## src/rtl/loop_sequencer_if.sv

```systemverilog
// -----------------------------------------------------------------------------
// loop_sequencer_if
// Request/acknowledge link between the loop sequencer and the external 16-bit
// cellular RAM controller.
//   mem_req    sequencer -> controller  transaction request, held until mem_ack
//   mem_we     sequencer -> controller  1 = write, 0 = read
//   mem_addr   sequencer -> controller  word address
//   mem_wdata  sequencer -> controller  write data
//   mem_ack    controller -> sequencer  one-cycle completion pulse
//   mem_rdata  controller -> sequencer  read data, valid in the mem_ack cycle
// -----------------------------------------------------------------------------
interface loop_sequencer_if #(
  parameter int ADDR_W = 23
);
  logic              mem_req;
  logic              mem_we;
  logic [ADDR_W-1:0] mem_addr;
  logic [15:0]       mem_wdata;
  logic              mem_ack;
  logic [15:0]       mem_rdata;

  modport master (
    output mem_req, mem_we, mem_addr, mem_wdata,
    input  mem_ack, mem_rdata
  );

  modport slave (
    input  mem_req, mem_we, mem_addr, mem_wdata,
    output mem_ack, mem_rdata
  );
endinterface

```

## src/rtl/loop_sequencer.sv

```systemverilog
// -----------------------------------------------------------------------------
// loop_sequencer
// Records, loop-plays and overdubs the synthesiser sample stream through the
// external cellular RAM. One memory transaction (or read+write pair when
// overdubbing) is issued per sample tick.
//   clk, rst_n    system clock, asynchronous active-low reset
//   sample_tick   one-cycle strobe per audio sample
//   btn_rec       advance IDLE->RECORD->PLAY<->OVERDUB
//   btn_clr       clear the loop and return to IDLE (wins over btn_rec)
//   sig_in        signed sample from the signal adder
//   mem           memory controller link (master side)
//   sig_out       signed sample to the output stage
//   loop_len      recorded loop length in samples
//   mode          0=IDLE 1=RECORD 2=PLAY 3=OVERDUB
//   overrun       sticky flag: a tick arrived while memory was busy
// -----------------------------------------------------------------------------
module loop_sequencer #(
  parameter int ADDR_W  = 23,
  parameter int MAX_LEN = 8388607
) (
  input  logic              clk,
  input  logic              rst_n,
  input  logic              sample_tick,
  input  logic              btn_rec,
  input  logic              btn_clr,
  input  logic [15:0]       sig_in,
  loop_sequencer_if.master  mem,
  output logic [15:0]       sig_out,
  output logic [ADDR_W-1:0] loop_len,
  output logic [1:0]        mode,
  output logic              overrun
);

  typedef enum logic [1:0] {
    MD_IDLE    = 2'd0,
    MD_RECORD  = 2'd1,
    MD_PLAY    = 2'd2,
    MD_OVERDUB = 2'd3
  } mode_e;

  typedef enum logic [1:0] {M_IDLE, M_RD, M_WR} phase_e;

  localparam logic [ADDR_W-1:0] LEN_MAX = ADDR_W'(MAX_LEN);
  localparam logic [ADDR_W-1:0] ONE     = ADDR_W'(1);

  mode_e             mode_q, b_mode, n_mode;
  phase_e            phase;
  logic [ADDR_W-1:0] wr_ptr, rd_ptr, len_q;
  logic [ADDR_W-1:0] b_wr, b_rd, b_len, n_wr, n_rd, n_len, rd_next;
  logic [15:0]       s_cap;
  logic              pend_clr, pend_rec;
  logic              req_q, we_q;
  logic [ADDR_W-1:0] addr_q;
  logic [15:0]       wdata_q;
  logic              ack_fire, done, cmd_window, eff_clr, eff_rec;
  logic signed [16:0] sum17;
  logic [15:0]       sum_sat;

  assign mem.mem_req   = req_q;
  assign mem.mem_we    = we_q;
  assign mem.mem_addr  = addr_q;
  assign mem.mem_wdata = wdata_q;
  assign loop_len      = len_q;
  assign mode          = mode_q;

  // An ack only counts while a request is outstanding.
  assign ack_fire = req_q && mem.mem_ack;
  // The overdub read ack is not a completion: its write half follows at once.
  assign done     = ack_fire && ((phase == M_WR) || (mode_q != MD_OVERDUB));
  assign rd_next  = (rd_ptr == len_q - ONE) ? '0 : rd_ptr + ONE;

  assign sum17 = $signed({mem.mem_rdata[15], mem.mem_rdata}) + $signed({s_cap[15], s_cap});

  // Commands are taken while memory is idle or on the completing edge; a fresh
  // button in that same cycle supersedes the latched one.
  assign cmd_window = (phase == M_IDLE) || done;
  assign eff_clr    = (btn_clr || btn_rec) ? btn_clr : pend_clr;
  assign eff_rec    = (btn_clr || btn_rec) ? (btn_rec && !btn_clr) : pend_rec;

  always_comb begin
    // NOTE: every always_comb output gets a default first so no path infers a latch.
    sum_sat = sum17[15:0];
    if (sum17[16] != sum17[15]) sum_sat = sum17[16] ? 16'h8000 : 16'h7FFF;
  end

  // Next mode/pointer state: completion effects first, then any command on top.
  always_comb begin
    b_mode = mode_q;
    b_wr   = wr_ptr;
    b_rd   = rd_ptr;
    b_len  = len_q;
    if (done) begin
      if (phase == M_WR && mode_q == MD_RECORD) begin
        b_wr = wr_ptr + ONE;
        if (wr_ptr == LEN_MAX - ONE) begin
          b_len  = LEN_MAX;
          b_rd   = '0;
          b_mode = MD_PLAY;
        end
      end else begin
        b_rd = rd_next;
      end
    end

    n_mode = b_mode;
    n_wr   = b_wr;
    n_rd   = b_rd;
    n_len  = b_len;
    if (cmd_window && eff_clr) begin
      n_mode = MD_IDLE;
      n_wr   = '0;
      n_rd   = '0;
      n_len  = '0;
    end else if (cmd_window && eff_rec) begin
      unique case (b_mode)
        MD_IDLE: begin
          n_mode = MD_RECORD;
          n_wr   = '0;
        end
        MD_RECORD: begin
          if (b_wr == '0) begin
            n_mode = MD_IDLE;
          end else begin
            n_mode = MD_PLAY;
            n_len  = b_wr;
            n_rd   = '0;
          end
        end
        MD_PLAY:    n_mode = MD_OVERDUB;
        MD_OVERDUB: n_mode = MD_PLAY;
        default:    n_mode = MD_IDLE;
      endcase
    end
  end

  // NOTE: all state here is sequential, so every assignment is non-blocking.
  always_ff @(posedge clk or negedge rst_n) begin
    if (!rst_n) begin
      phase    <= M_IDLE;
      mode_q   <= MD_IDLE;
      wr_ptr   <= '0;
      rd_ptr   <= '0;
      len_q    <= '0;
      s_cap    <= '0;
      pend_clr <= 1'b0;
      pend_rec <= 1'b0;
      req_q    <= 1'b0;
      we_q     <= 1'b0;
      addr_q   <= '0;
      wdata_q  <= '0;
      sig_out  <= '0;
      overrun  <= 1'b0;
    end else begin
      mode_q <= n_mode;
      wr_ptr <= n_wr;
      rd_ptr <= n_rd;
      len_q  <= n_len;

      if (cmd_window) begin
        pend_clr <= 1'b0;
        pend_rec <= 1'b0;
      end else if (btn_clr || btn_rec) begin
        pend_clr <= btn_clr;
        pend_rec <= btn_rec && !btn_clr;
      end

      if (cmd_window && eff_clr) overrun <= 1'b0;

      unique case (phase)
        M_IDLE: begin
          if (sample_tick) begin
            s_cap <= sig_in;
            unique case (n_mode)
              MD_IDLE: sig_out <= sig_in;
              MD_RECORD: begin
                sig_out <= sig_in;
                phase   <= M_WR;
                req_q   <= 1'b1;
                we_q    <= 1'b1;
                addr_q  <= n_wr;
                wdata_q <= sig_in;
              end
              default: begin
                phase  <= M_RD;
                req_q  <= 1'b1;
                we_q   <= 1'b0;
                addr_q <= n_rd;
              end
            endcase
          end
        end
        M_RD: begin
          if (sample_tick) overrun <= 1'b1;
          if (ack_fire) begin
            req_q <= 1'b0;
            if (mode_q == MD_OVERDUB) begin
              // Write the mixed sample back to the same address next.
              sig_out <= sum_sat;
              phase   <= M_WR;
              we_q    <= 1'b1;
              wdata_q <= sum_sat;
            end else begin
              sig_out <= mem.mem_rdata;
              phase   <= M_IDLE;
            end
          end
        end
        M_WR: begin
          if (sample_tick) overrun <= 1'b1;
          // The overdub write enters with req low for one cycle after the read ack.
          if (!req_q) begin
            req_q <= 1'b1;
          end else if (mem.mem_ack) begin
            req_q <= 1'b0;
            phase <= M_IDLE;
          end
        end
        default: phase <= M_IDLE;
      endcase
    end
  end

endmodule

```

## src/flat_wrapper.sv

```systemverilog
// flat-port wrapper written by rule: the top's interface ports become plain ports
module loop_sequencer_flat 
#(
  parameter int ADDR_W  = 23,
  parameter int MAX_LEN = 8388607
)
  (clk, rst_n, sample_tick, btn_rec, btn_clr, sig_in, sig_out, loop_len, mode, overrun, mem_mem_req, mem_mem_we, mem_mem_addr, mem_mem_wdata, mem_mem_ack, mem_mem_rdata);
  loop_sequencer_if #(.ADDR_W(ADDR_W)) mem_i ();
  input  logic clk;
  input  logic rst_n;
  input  logic sample_tick;
  input  logic btn_rec;
  input  logic btn_clr;
  input  logic [15:0] sig_in;
  output logic [15:0] sig_out;
  output logic [ADDR_W-1:0] loop_len;
  output logic [1:0] mode;
  output logic overrun;
  output wire logic [$bits(mem_i.mem_req)-1:0] mem_mem_req;
  output wire logic [$bits(mem_i.mem_we)-1:0] mem_mem_we;
  output wire logic [$bits(mem_i.mem_addr)-1:0] mem_mem_addr;
  output wire logic [$bits(mem_i.mem_wdata)-1:0] mem_mem_wdata;
  input wire logic [$bits(mem_i.mem_ack)-1:0] mem_mem_ack;
  input wire logic [$bits(mem_i.mem_rdata)-1:0] mem_mem_rdata;
  assign mem_mem_req = mem_i.mem_req;
  assign mem_mem_we = mem_i.mem_we;
  assign mem_mem_addr = mem_i.mem_addr;
  assign mem_mem_wdata = mem_i.mem_wdata;
  assign mem_i.mem_ack = mem_mem_ack;
  assign mem_i.mem_rdata = mem_mem_rdata;
  loop_sequencer #(.ADDR_W(ADDR_W), .MAX_LEN(MAX_LEN)) u_core (.clk(clk), .rst_n(rst_n), .sample_tick(sample_tick), .btn_rec(btn_rec), .btn_clr(btn_clr), .sig_in(sig_in), .mem(mem_i), .sig_out(sig_out), .loop_len(loop_len), .mode(mode), .overrun(overrun));
endmodule
```

## config.mk

```make
export PLATFORM = sky130hd
export DESIGN_NAME = loop_sequencer_flat
export DESIGN_NICKNAME = d
export VERILOG_FILES = /design/src/rtl/loop_sequencer_if.sv /design/src/rtl/loop_sequencer.sv /design/src/flat_wrapper.sv
export SDC_FILE = /design/constraint.sdc
export NUM_CORES = 1
export LEC_CHECK = 0
export ABC_AREA = 1
export CAP_MARGIN = 30
export CORE_UTILIZATION = 40
export DETAILED_ROUTE_END_ITERATION = 10
export SYNTH_ARGS = -nofsm -noshare
export SYNTH_HDL_FRONTEND = slang
export SYNTH_SLANG_ARGS = --single-unit
export TNS_END_PERCENT = 20
```

## constraint.sdc

```tcl
create_clock -name clk -period 7.2 [get_ports clk]
set_clock_uncertainty 0.15 [all_clocks]
set_input_delay 1.44 -clock clk [delete_from_list [all_inputs] [get_ports clk]]
set_output_delay 1.44 -clock clk [all_outputs]
set_load 0.01 [all_outputs]
```

==> results_dict.tcl <==
set metrics [dict create \
    clkTransAtPathRegs_ps 60 \
    wl_mm 33.2 \
    grt_max_degree 98 \
    setup_viol 0 \
    outcome "finished, final reports clean" \
    drc 0 \
    rsz0062_at_grt "false" \
    cts.sinks 149 \
    routed_via_density 5.17 \
    final_layout_size_suffix_gt1_share_pct 3.74 \
    post_cts_buffers 0 \
    relSlewSlack_pct 39.1 \
    crit_chain "clkdlybuf4s50_1, nand2_1, nor2_4, nand3_1, nor2_1, nand3_1, nand2_1, nand2_1, nor2_1, nand3_1, nor2_1, nand2_1, nand2_2, nand3_4, nand2_1, nand2_2, nand2_1, nand2_1" \
    syn_avg_cell_area_um2 6.58 \
    fill_cells 2612 \
    wl_per_cell_um 16.7 \
    vias 10300 \
    p_per_area_nw_per_um2 439 \
    tightestPinTransition_ps 911 \
    startpoint_type "primary input" \
    mostFrequentLayoutCells "554 x nand2_1, 216 x nor2_1, 149 x inv_1, 149 x dfrtp_1, 119 x clkdlybuf4s50_1" \
    cts_resized 0 \
    yosysTopAreaCellShare_pct 36.3 \
    fmax_mhz 209 \
    cellLeakagePower_nw 6.41 \
    maxSlewViolCount 0 \
    h-tree-depth 4 \
    min_period_ps 4780 \
    gr-usage-all-layers_pct 26.0 \
    gp_congestion 0.896 \
    path_delay_family "simple AND/OR/NAND/NOR gates" \
    fin_setup_tns_ps 0 \
    numPortBuffers 120 \
    cts_root_buf "clkbuf_16" \
    mostFrequentLayoutCell "nand2_1" \
    hold_buffers 0 \
    instances_no_fill 1989 \
    tritoncts "built" \
    coreArea_um2 25200 \
    max_stage_delay_ps 470 \
    hold_path_class "flop to flop" \
    hold_viol 0 \
    antenna_found_initial 0 \
    preCtsSetupSlack_ps 1910 \
    cp-end-kind "flop" \
    cp_common_cell "nand2_1" \
    yosysTopAreaCell "dfrtp_1" \
    synth_seq_cells 149 \
    ant_nets 0 \
    ios 121 \
    crit_arrival_ps 4950 \
    setup_ws_ps 2420 \
    grt_pass1_wl_mm 53.3 \
    path_buf_inv 1 \
    die_x_um 162 \
    critPathMaxFanout 49 \
    antenna_cells 0 \
    netlist_top_cells_area "dfrtp_1 36%, nand2_1 20%, nor2_1 7.9%" \
    first_iter_violations 758 \
    ys_types 42 \
    cts_buffers 17 \
    min_period_over_period_pct 66.3 \
    dp_hpwl_mm 24.5 \
    row_count 58 \
    worst_ir_drop_vdd_mv 0.196 \
    path_class "primary input to flop" \
    dp.cells 1957 \
    start_util_pct 40.8 \
    die_area_um2 26400 \
    synth_nets 1625 \
    area_delta_synth_final_pct 20.9 \
    synthCells 1562 \
    maxCapViolCount 0 \
    crit_required_ps 7370 \
    crit_slowest_cell "nand3_4" \
    ys_seq_area_share_pct 36.3 \
    synth_warnings 0 \
    drtPass1Iterations 5 \
    grt_pass1_vias 9764 \
    syn_area_um2 10300 \
    overflow 0 \
    cts.path.max_buffers 2 \
    fin_nets 1710 \
    die_h_um 162 \
    clk_latency_ps 430 \
]
==> report_power, final <==
part	total [mW]	internal (mW)	switching (mW)
sequential	1.46	1.13	0.324
combinational	2.95	1.15	1.80
clock	1.04	0.670	0.374
total	5.45	2.96	2.50
==> cell type report <==
class / instances / area, um2 / area share, %
Clock buffer: 20 / 457 / 3.67
Clock inverter: 11 / 223 / 1.79
Inverter: 152 / 571 / 4.59
Multi-Input combinational cell: 1195 / 5690 / 45.7
Sequential cell: 149 / 3730 / 30.0
Tap cell: 330 / 413 / 3.32
Timing Repair Buffer: 132 / 1360 / 10.9
==> state kept, by name, indices dropped and copies added (netlist names) <==
register / cells
u_core.wr_ptr: 23
u_core.sig_out: 16
u_core.mem.mem_req: 1
u_core.rd_ptr: 23
u_core.pend_rec: 1
u_core.s_cap: 16
u_core.mem.mem_wdata: 16
u_core.loop_len: 23
u_core.mem.mem_addr: 23
u_core.mode: 2
u_core.phase: 2
u_core.mem.mem_we: 1
u_core.overrun: 1
u_core.pend_clr: 1
==> layer usage <==
layer / global-route usage [%] / part of all wire [%]
met1: 34.2 / 45
met2: 42.1 / 46
met3: 4.74 / 5.8
met4: 10.7 / 3.3
met5: 0 / 0
==> Yosys cell counts, drive strengths merged <==
cell    instances
or2             2
dfrtp         149
nor3b           1
buf            25
o211ai          3
o21ai          76
inv           150
nand3          80
nand4          23
a21oi          68
nor3           13
nor4            5
nand3b          4
xor2           37
a21boi         15
clkbuf         41
xnor2          21
nand2         557
fa              1
a22o            1
o21bai          7
o21a            2
clkinv          2
ha             24
nor2          221
a31oi          34
==> worst reg2reg max path, delay by kind of cell, from the launching register on <==
family	cells	cell delay, ps
simple gates	10	2400
compound gates	1	110
flops	1	490
buf+inv	3	1080
==> through the flow <==
step,power (mW),hold slack [ps],utilization (%),instance area [um2]
after global placement,4.37,308,46.3,11700
after CTS,5.48,327,49.3,12400
after detailed placement,4.41,313,46.6,11700
after global routing,5.93,351,49.4,12400
after floorplan,3.39,303,-,10300
final,5.45,322,49.4,12400
==> final timing paths <==
check | start | end | slack, ps | cells past startpoint
setup / recovery | mem_mem_ack | u_core.mem.mem_wdata[6]$_DFFE_PN0P_ | 2420 | 18
hold / removal | u_core.sig_out[15]$_DFFE_PN0P_ | u_core.sig_out[15]$_DFFE_PN0P_ | 320 | 2
setup reg to reg | u_core.mode[0]$_DFF_PN0_ | u_core.mem.mem_wdata[6]$_DFFE_PN0P_ | 2880 | 14
hold reg to reg | u_core.sig_out[15]$_DFFE_PN0P_ | u_core.sig_out[15]$_DFFE_PN0P_ | 320 | 2
max in group asynchronous | rst_n | u_core.mem.mem_we$_DFFE_PN0P_ | 4790 | 3
min in group asynchronous | rst_n | u_core.loop_len[17]$_DFF_PN0_ | 730 | 1
==> cell families after synthesis <==
family	synth area share, %
flip-flops	36.3
buffers and inverters	8.47
AND/OR/NAND/NOR	35.8
AO/OA/AOI/OAI	11.3
adder cells (fa/ha/maj)	3.11
XOR/XNOR	5.01
Power figures use the tool's default switching activity.
